`src/rtl/apb_ctrl_pkg.sv`:
```
// apb_ctrl_pkg: shared FSM state type and default widths for the round-robin APB master
package apb_ctrl_pkg;
    typedef enum logic [1:0] {IDLE, SETUP, ACCESS, DONE} state_t;
    localparam int DEF_ADDR_W  = 10;
    localparam int DEF_DATA_W  = 32;
    localparam int DEF_TIMEOUT = 32;
endpackage

```
`src/rtl/apb_rr_arbiter.sv`:
```
// apb_rr_arbiter: stateless rotating-priority pick, searching from last_gnt+1 upward
//   req      in  NUM_REQ  request vector
//   last_gnt in  IDX_W    index granted most recently
//   gnt_idx  out IDX_W    winning index (0 when nothing requests)
//   gnt_vld  out 1        some requester is active
module apb_rr_arbiter #(
    parameter int NUM_REQ = 2,
    localparam int IDX_W = $clog2(NUM_REQ)
) (
    input  logic [NUM_REQ-1:0] req,
    input  logic [IDX_W-1:0]   last_gnt,
    output logic [IDX_W-1:0]   gnt_idx,
    output logic               gnt_vld
);
    // Walk offsets from farthest to nearest so the nearest requester is written last and wins.
    always_comb begin
        gnt_idx = '0;
        gnt_vld = 1'b0;
        for (int i = NUM_REQ; i >= 1; i--) begin
            if (req[IDX_W'((int'(last_gnt) + i) % NUM_REQ)]) begin
                gnt_idx = IDX_W'((int'(last_gnt) + i) % NUM_REQ);
                gnt_vld = 1'b1;
            end
        end
    end
endmodule

```
`src/rtl/apb_rr_master.sv`:
```
// apb_rr_master: round-robin APB master sharing one APB slave among NUM_REQ requesters
//   clk, reset (async, active-low)
//   req_i/req_rnw_i/req_addr_i/req_wdata_i  in   per-requester request, packed k*W slices
//   req_done_o/req_err_o/req_rdata_o        out  one-cycle completion pulse, error, read data
//   psel_o/penable_o/pwrite_o/paddr_o/pwdata_o out APB master side
//   prdata_i/pready_i                       in   APB slave response
module apb_rr_master
    import apb_ctrl_pkg::*;
#(
    parameter int NUM_REQ = 2,
    parameter int ADDR_W  = DEF_ADDR_W,
    parameter int DATA_W  = DEF_DATA_W,
    parameter int TIMEOUT = DEF_TIMEOUT
) (
    input  logic                      clk,
    input  logic                      reset,
    input  logic [NUM_REQ-1:0]        req_i,
    input  logic [NUM_REQ-1:0]        req_rnw_i,
    input  logic [NUM_REQ*ADDR_W-1:0] req_addr_i,
    input  logic [NUM_REQ*DATA_W-1:0] req_wdata_i,
    output logic [NUM_REQ-1:0]        req_done_o,
    output logic                      req_err_o,
    output logic [DATA_W-1:0]         req_rdata_o,
    output logic                      psel_o,
    output logic                      penable_o,
    output logic                      pwrite_o,
    output logic [ADDR_W-1:0]         paddr_o,
    output logic [DATA_W-1:0]         pwdata_o,
    input  logic [DATA_W-1:0]         prdata_i,
    input  logic                      pready_i
);
    localparam int IDX_W = $clog2(NUM_REQ);
    localparam int CNT_W = $clog2(TIMEOUT + 1);

    state_t             state_q, state_d;
    logic [IDX_W-1:0]   last_gnt_q, last_gnt_d, gnt_q, gnt_d, arb_idx;
    logic               arb_vld;
    logic               write_q, write_d, err_q, err_d;
    logic [ADDR_W-1:0]  addr_q, addr_d;
    logic [DATA_W-1:0]  wdata_q, wdata_d, rdata_q, rdata_d;
    logic [CNT_W-1:0]   cnt_q, cnt_d;

    apb_rr_arbiter #(.NUM_REQ(NUM_REQ)) u_arb (
        .req      (req_i),
        .last_gnt (last_gnt_q),
        .gnt_idx  (arb_idx),
        .gnt_vld  (arb_vld)
    );

    always_ff @(posedge clk or negedge reset) begin
        if (!reset) begin
            state_q    <= IDLE;
            last_gnt_q <= IDX_W'(NUM_REQ - 1);
            gnt_q      <= '0;
            write_q    <= 1'b0;
            err_q      <= 1'b0;
            addr_q     <= '0;
            wdata_q    <= '0;
            rdata_q    <= '0;
            cnt_q      <= '0;
        end else begin
            state_q    <= state_d;
            last_gnt_q <= last_gnt_d;
            gnt_q      <= gnt_d;
            write_q    <= write_d;
            err_q      <= err_d;
            addr_q     <= addr_d;
            wdata_q    <= wdata_d;
            rdata_q    <= rdata_d;
            cnt_q      <= cnt_d;
        end
    end

    always_comb begin
        state_d    = state_q;
        last_gnt_d = last_gnt_q;
        gnt_d      = gnt_q;
        write_d    = write_q;
        err_d      = err_q;
        addr_d     = addr_q;
        wdata_d    = wdata_q;
        rdata_d    = rdata_q;
        cnt_d      = cnt_q;
        case (state_q)
            IDLE: if (arb_vld) begin
                state_d    = SETUP;
                gnt_d      = arb_idx;
                last_gnt_d = arb_idx;
                err_d      = 1'b0;
                rdata_d    = '0;
                for (int i = 0; i < NUM_REQ; i++) begin
                    if (arb_idx == IDX_W'(i)) begin
                        write_d = !req_rnw_i[i];
                        addr_d  = req_addr_i[i*ADDR_W +: ADDR_W];
                        wdata_d = req_wdata_i[i*DATA_W +: DATA_W];
                    end
                end
            end
            SETUP: begin
                state_d = ACCESS;
                cnt_d   = '0;
            end
            // cnt_q counts ACCESS cycles already spent, so the TIMEOUT-th cycle sees TIMEOUT-1;
            // pready_i is tested first so a response in that last cycle still wins.
            ACCESS: begin
                if (pready_i) begin
                    state_d = DONE;
                    rdata_d = write_q ? '0 : prdata_i;
                end else if (cnt_q == CNT_W'(TIMEOUT - 1)) begin
                    state_d = DONE;
                    err_d   = 1'b1;
                end else begin
                    cnt_d = (&cnt_q) ? cnt_q : cnt_q + 1'b1;
                end
            end
            DONE: state_d = IDLE;
            default: state_d = IDLE;
        endcase
    end

    // Outputs decode only registered state, so no input reaches an output combinationally
    // and the async reset clears psel/penable at once.
    assign psel_o      = (state_q == SETUP) || (state_q == ACCESS);
    assign penable_o   = (state_q == ACCESS);
    assign pwrite_o    = write_q;
    assign paddr_o     = addr_q;
    assign pwdata_o    = wdata_q;
    assign req_done_o  = (state_q == DONE) ? (NUM_REQ'(1) << gnt_q) : '0;
    assign req_err_o   = err_q;
    assign req_rdata_o = rdata_q;
endmodule
```
`config.mk`:
```
export PLATFORM = sky130hd
export DESIGN_NAME = apb_rr_master
export DESIGN_NICKNAME = d
export VERILOG_FILES = /design/src/rtl/apb_ctrl_pkg.sv /design/src/rtl/apb_rr_arbiter.sv /design/src/rtl/apb_rr_master.sv
export SDC_FILE = /design/constraint.sdc
export NUM_CORES = 1
export LEC_CHECK = 0
export BUFFER_PORTS_ARGS = -buffer_cell sky130_fd_sc_hd__buf_2
export CAP_MARGIN = 20
export CORE_ASPECT_RATIO = 2
export CORE_MARGIN = 5
export CORE_UTILIZATION = 46
export CTS_BUF_LIST = sky130_fd_sc_hd__clkbuf_4
export CTS_CLUSTER_SIZE = 10
export DETAILED_ROUTE_END_ITERATION = 16
export HOLD_SLACK_MARGIN = 0.12
export PLACE_DENSITY_LB_ADDON = 0.2
export SLEW_MARGIN = 20
export SYNTH_ARGS = -nofsm -noshare
export SYNTH_HDL_FRONTEND = slang
export SYNTH_SLANG_ARGS = --single-unit
export TNS_END_PERCENT = 100
```
`constraint.sdc`:
```
create_clock -name clk -period 2.7 [get_ports clk]
set_clock_uncertainty 0.15 [all_clocks]
set_input_delay 0 -clock clk [delete_from_list [all_inputs] [get_ports clk]]
set_output_delay 0 -clock clk [all_outputs]
set_load 0.05 [all_outputs]
```
==> reports/metrics.cfg, run 1 <==
[run_status]
lastStage=4_1_cts
tool.error=[ERROR RSZ-0060] Max buffer count reached.
outcome=stopped before the end

[logic_synthesis]
synth_mux_area_frac=0.112
synth_area_per_cell_um2=10.2
yosys.area_share.adder=0.0191
yosys_warnings=0
synthesis.nets=514
yosys.area_share.simple=0.132
synth-seq-cells=86
synth_xor_area_frac=0.00222
syn_inst=385
yosysUniqueCellTypes=26
synth_compound_area_frac=0.144
ys_seq_area_frac=0.547
syn_area_mm2=0.00394
synth_top_family_by_area=compound AO/OA/AOI/OAI gates

[clock_network]
cts_setup_buffers=0
clockBufferDepth=2
post_cts_resized=0
postCtsHoldBufs=139
h-tree-depth=3
cts_buffers=9
cts_root_buffer=clkbuf_4
cts_sinks=86

[floorplan]
row_count=47
start_util=0.472
fp.dieH_um=141
die_w_um=75.4
io_pins=203

[placement]
io_buffers=201
placed_cell_area_mm2=0.00498
gp_congestion=0.842
hpwl_um=7370

through the flow:
stage | utilization | worst slack [ns] | cells | hold WS [ns]
after floorplan | - | 0.494 | 385 | -0.446
after global placement | 0.596 | 0.593 | 664 | 0.0504
after detailed placement | 0.596 | 0.467 | 664 | 0.0560
cells in the mapped netlist:
library cell	count	area (µm²)
mux2i_1	42	420
buf_2	5	25.0
o311ai_0	1	8.76
nor2_1	2	7.51
o21ai_2	28	245
nor2b_1	3	18.8
or3_1	1	6.26
and2_1	1	6.26
o41ai_1	2	17.5
a41oi_1	1	8.76
a21oi_1	3	15.0
o21ai_1	4	20.0
dfrtp_1	85	2130
o21ai_0	48	240
inv_1	4	15.0
dfstp_2	1	26.3
ha_1	6	75.1
clkbuf_1	12	45.0
buf_6	8	90.1
xnor2_1	1	8.76
or2_2	1	6.26
nand4_1	2	12.5
mux2_2	2	22.5
nand3_1	5	25.0
nand2_1	116	435
o32a_1	1	10.0
cells by family after synthesis:
kind of cell,count (synthesis)
compound gates,88
xor+xnor,1
fa+ha+maj,6
buf+inv,29
flops,86
mux,44
simple gates,131
==> run 2, diff against run 1 <==
--- a/config.mk
+++ b/config.mk
@@ -7,14 +7,10 @@
 export LEC_CHECK = 0
 export BUFFER_PORTS_ARGS = -buffer_cell sky130_fd_sc_hd__buf_2
 export CAP_MARGIN = 20
-export CORE_ASPECT_RATIO = 2
 export CORE_MARGIN = 5
-export CORE_UTILIZATION = 46
-export CTS_BUF_LIST = sky130_fd_sc_hd__clkbuf_4
-export CTS_CLUSTER_SIZE = 10
+export CORE_UTILIZATION = 31
 export DETAILED_ROUTE_END_ITERATION = 16
-export HOLD_SLACK_MARGIN = 0.12
-export PLACE_DENSITY_LB_ADDON = 0.2
+export PLACE_DENSITY_LB_ADDON = 0.15
 export SLEW_MARGIN = 20
 export SYNTH_ARGS = -nofsm -noshare
 export SYNTH_HDL_FRONTEND = slang
==> run 2 against run 1 <==
The flow now finishes without violations. Synthesized cell count is the same. Synthesized area unchanged.
==> reports/metrics.cfg, run 2 <==
[sta]
timing.final.crit_period_ns=2.39
clock.fmax_ghz=0.418
timing.final.hold_violations=0
finalCritPeriodShare=0.886
worst_pin_slew_ns=0.593
finalSetupViolCount=0
final_max_slew_viol_count=0
fin_tns_setup_ns=0
relSlewSlack=0.604
grt_setup_unrepaired=no
fin_ws_ns=0.307

[clock_network]
cts_root_buffer=clkbuf_16  ; was clkbuf_4
cts_tree=built
clockBufferDepth=2  ; unchanged
h-tree-depth=3  ; unchanged
clk_pin_slew_worst_paths_ns=0.06
cts_setup_buffers=0  ; unchanged
cts_buffers=9  ; unchanged
worstSkewPairLatency_ns=0.33
cts_sinks=86  ; unchanged

[floorplan]
die_w_um=123  ; was 75.4 µm
core_area_mm2=0.0125
row_count=41  ; was 47
dieArea_mm2=0.0151
start_util=0.315  ; was 0.472
io_pins=203  ; unchanged
fp.dieH_um=123  ; was 141 µm

[route]
drt-vias-per-instance=4.29
drt_wl_total_um=11600
drc=0
drtIter0Drc=155
wire_per_inst_um=13.2
drtPass1Iterations=4
vias=3771
postRouteAntennaNets=0

[global_route]
grt_usage=0.158
grt_pass1_wl_um=18700
antenna_found_initial=0
grt_pass1_vias=3871
grt_max_degree=87
gr-total-overflow=0

[logic_synthesis]
yosysTopAreaCellShare=0.540  ; unchanged
ys_top_cells_by_count=nand2_1, dfrtp_1, o21ai_0  ; unchanged
yosysMostFrequentCell=nand2_1  ; unchanged
synth.largest_area_cell=dfrtp_1  ; unchanged
synth_edf_count=0  ; unchanged
ys_top_cells_by_area=dfrtp_1, nand2_1, mux2i_1  ; unchanged
syn_area_mm2=0.00394  ; unchanged
synth-seq-cells=86  ; unchanged
yosysUniqueCellTypes=26  ; unchanged
synthesis.nets=514  ; unchanged
synth_async_sr_flop_share=1.00  ; unchanged
synth-main-ff-cell=dfrtp_1  ; unchanged
ys_seq_area_frac=0.547  ; unchanged
yosys_warnings=0  ; unchanged
syn_inst=385  ; unchanged
synth_area_per_cell_um2=10.2  ; unchanged

[pwr]
leakagePower_nw=3.38
worst_ir_drop_vdd_v=0.000516
power_density_mw_per_mm2=1260
p_total_w=0.00831

[cells_and_area]
design_area_mm2=0.00660
final_common_cell=buf_2
final_cell_mix=buf_2, dlygate4sd3_1, nand2_1, dfrtp_1, o21ai_0
fillers=1150
antenna_cells=0
nets=830
fin_util=0.527
drive_gt1_frac=0.361
area.growth.synth_to_final_pct=67.5

[placement]
hpwl_um=7710  ; was 7370 µm
io_buffers=201  ; unchanged
placed_cell_area_mm2=0.00511  ; was 0.00498 mm²
gp_congestion=0.740  ; was 0.842
place_ws_ns=0.408  ; was 0.467 ns

[setup_path]
critPathLaunchType=flip-flop
critical_path_arrival_ns=2.45
r2r_cells=4
rr_endpoint=pwdata_o[5]
cp_max_fo=19
endpoint_kind=flip-flop
reg2reg_from=last_gnt_q
critPathRequiredTime_ns=2.75
r2r_setup_slack_ns=0.31
criticalPathCategory=flip-flop to flip-flop

[run_status]
outcome=complete, no violations  ; was stopped before the end

[min_path]
hold_class=primary input to asynchronous set/reset pin

[run]
cap_violations=0

run 2: cell counts after synthesis:
Identical to the previous run, type by type.
run 2: critical path, stage by stage, from the launching register on:
cell and delay (ns):
dfstp_2 0.91, buf_4 0.29, mux2i_1 0.24, dlygate4sd3_1 0.59, o21ai_0 0.07
run 2: worst max-delay path by stage:
stage | endpoint | cells after the start | slack, ns | from
floorplan | req_rdata_o[15] | 9 | 0.49 | state_q[0]
global placement | req_rdata_o[25] | 7 | 0.50 | state_q[0]
detailed placement | req_rdata_o[21] | 7 | 0.41 | state_q[0]
CTS | pwdata_o[0] | 4 | 0.33 | last_gnt_q
global route | req_rdata_o[25] | 7 | 0.18 | state_q[0]
finish | pwdata_o[5] | 4 | 0.31 | last_gnt_q
run 2: layout make-up:
cell class                      count  area (µm²)  area share
Timing Repair Buffer              330        2330       0.354
Sequential cell                    86        2150       0.326
Multi-Input combinational cell    270        1620       0.245
Clock buffer                       14         254      0.0385
Tap cell                          172         215      0.0326
Inverter                            4        15.0     0.00228
Clock inverter                      2        10.0     0.00152
run 2: what timing repair did:
action | in CTS | in global routing
resized for setup | 0 | 0
hold buffers | 122 | 0
hold endpoints to repair | 154 | 0
run 2: metrics by stage:
stage,cells,hold slack (ns)
CTS,878,0.0788
global placement,740,-0.104
global route,878,0.100
finish,878,0.0586
detailed placement,740,-0.109
floorplan,385,-0.446
run 2: where the power goes:
part / internal (W) / switching (W) / total (W)
clock: 0.000647 / 0.000484 / 0.00113
combinational: 0.00147 / 0.00344 / 0.00491
sequential: 0.00188 / 0.000384 / 0.00227
run 2: kinds of logic after synthesis:
| kind of cell | Yosys count | synth area share |
|---|---|---|
| adders and majority gates | 6 | 0.0191 |
| and+or+nand+nor | 131 | 0.132 |
| AOI/OAI and AO/OA | 88 | 0.144 |
| DFF | 86 | 0.547 |
| xor gates and xnor gates | 1 | 0.00222 |
| buffers and inverters | 29 | 0.0445 |
| muxes | 44 | 0.112 |
run 2: layer usage:
layer | track usage | wire length [µm]
met1 | 0.199 | 5100
met2 | 0.241 | 5150
met3 | 0.0613 | 1200
met4 | 0.0700 | 189
met5 | 0 | 0
(Power assumes the default switching activity.)
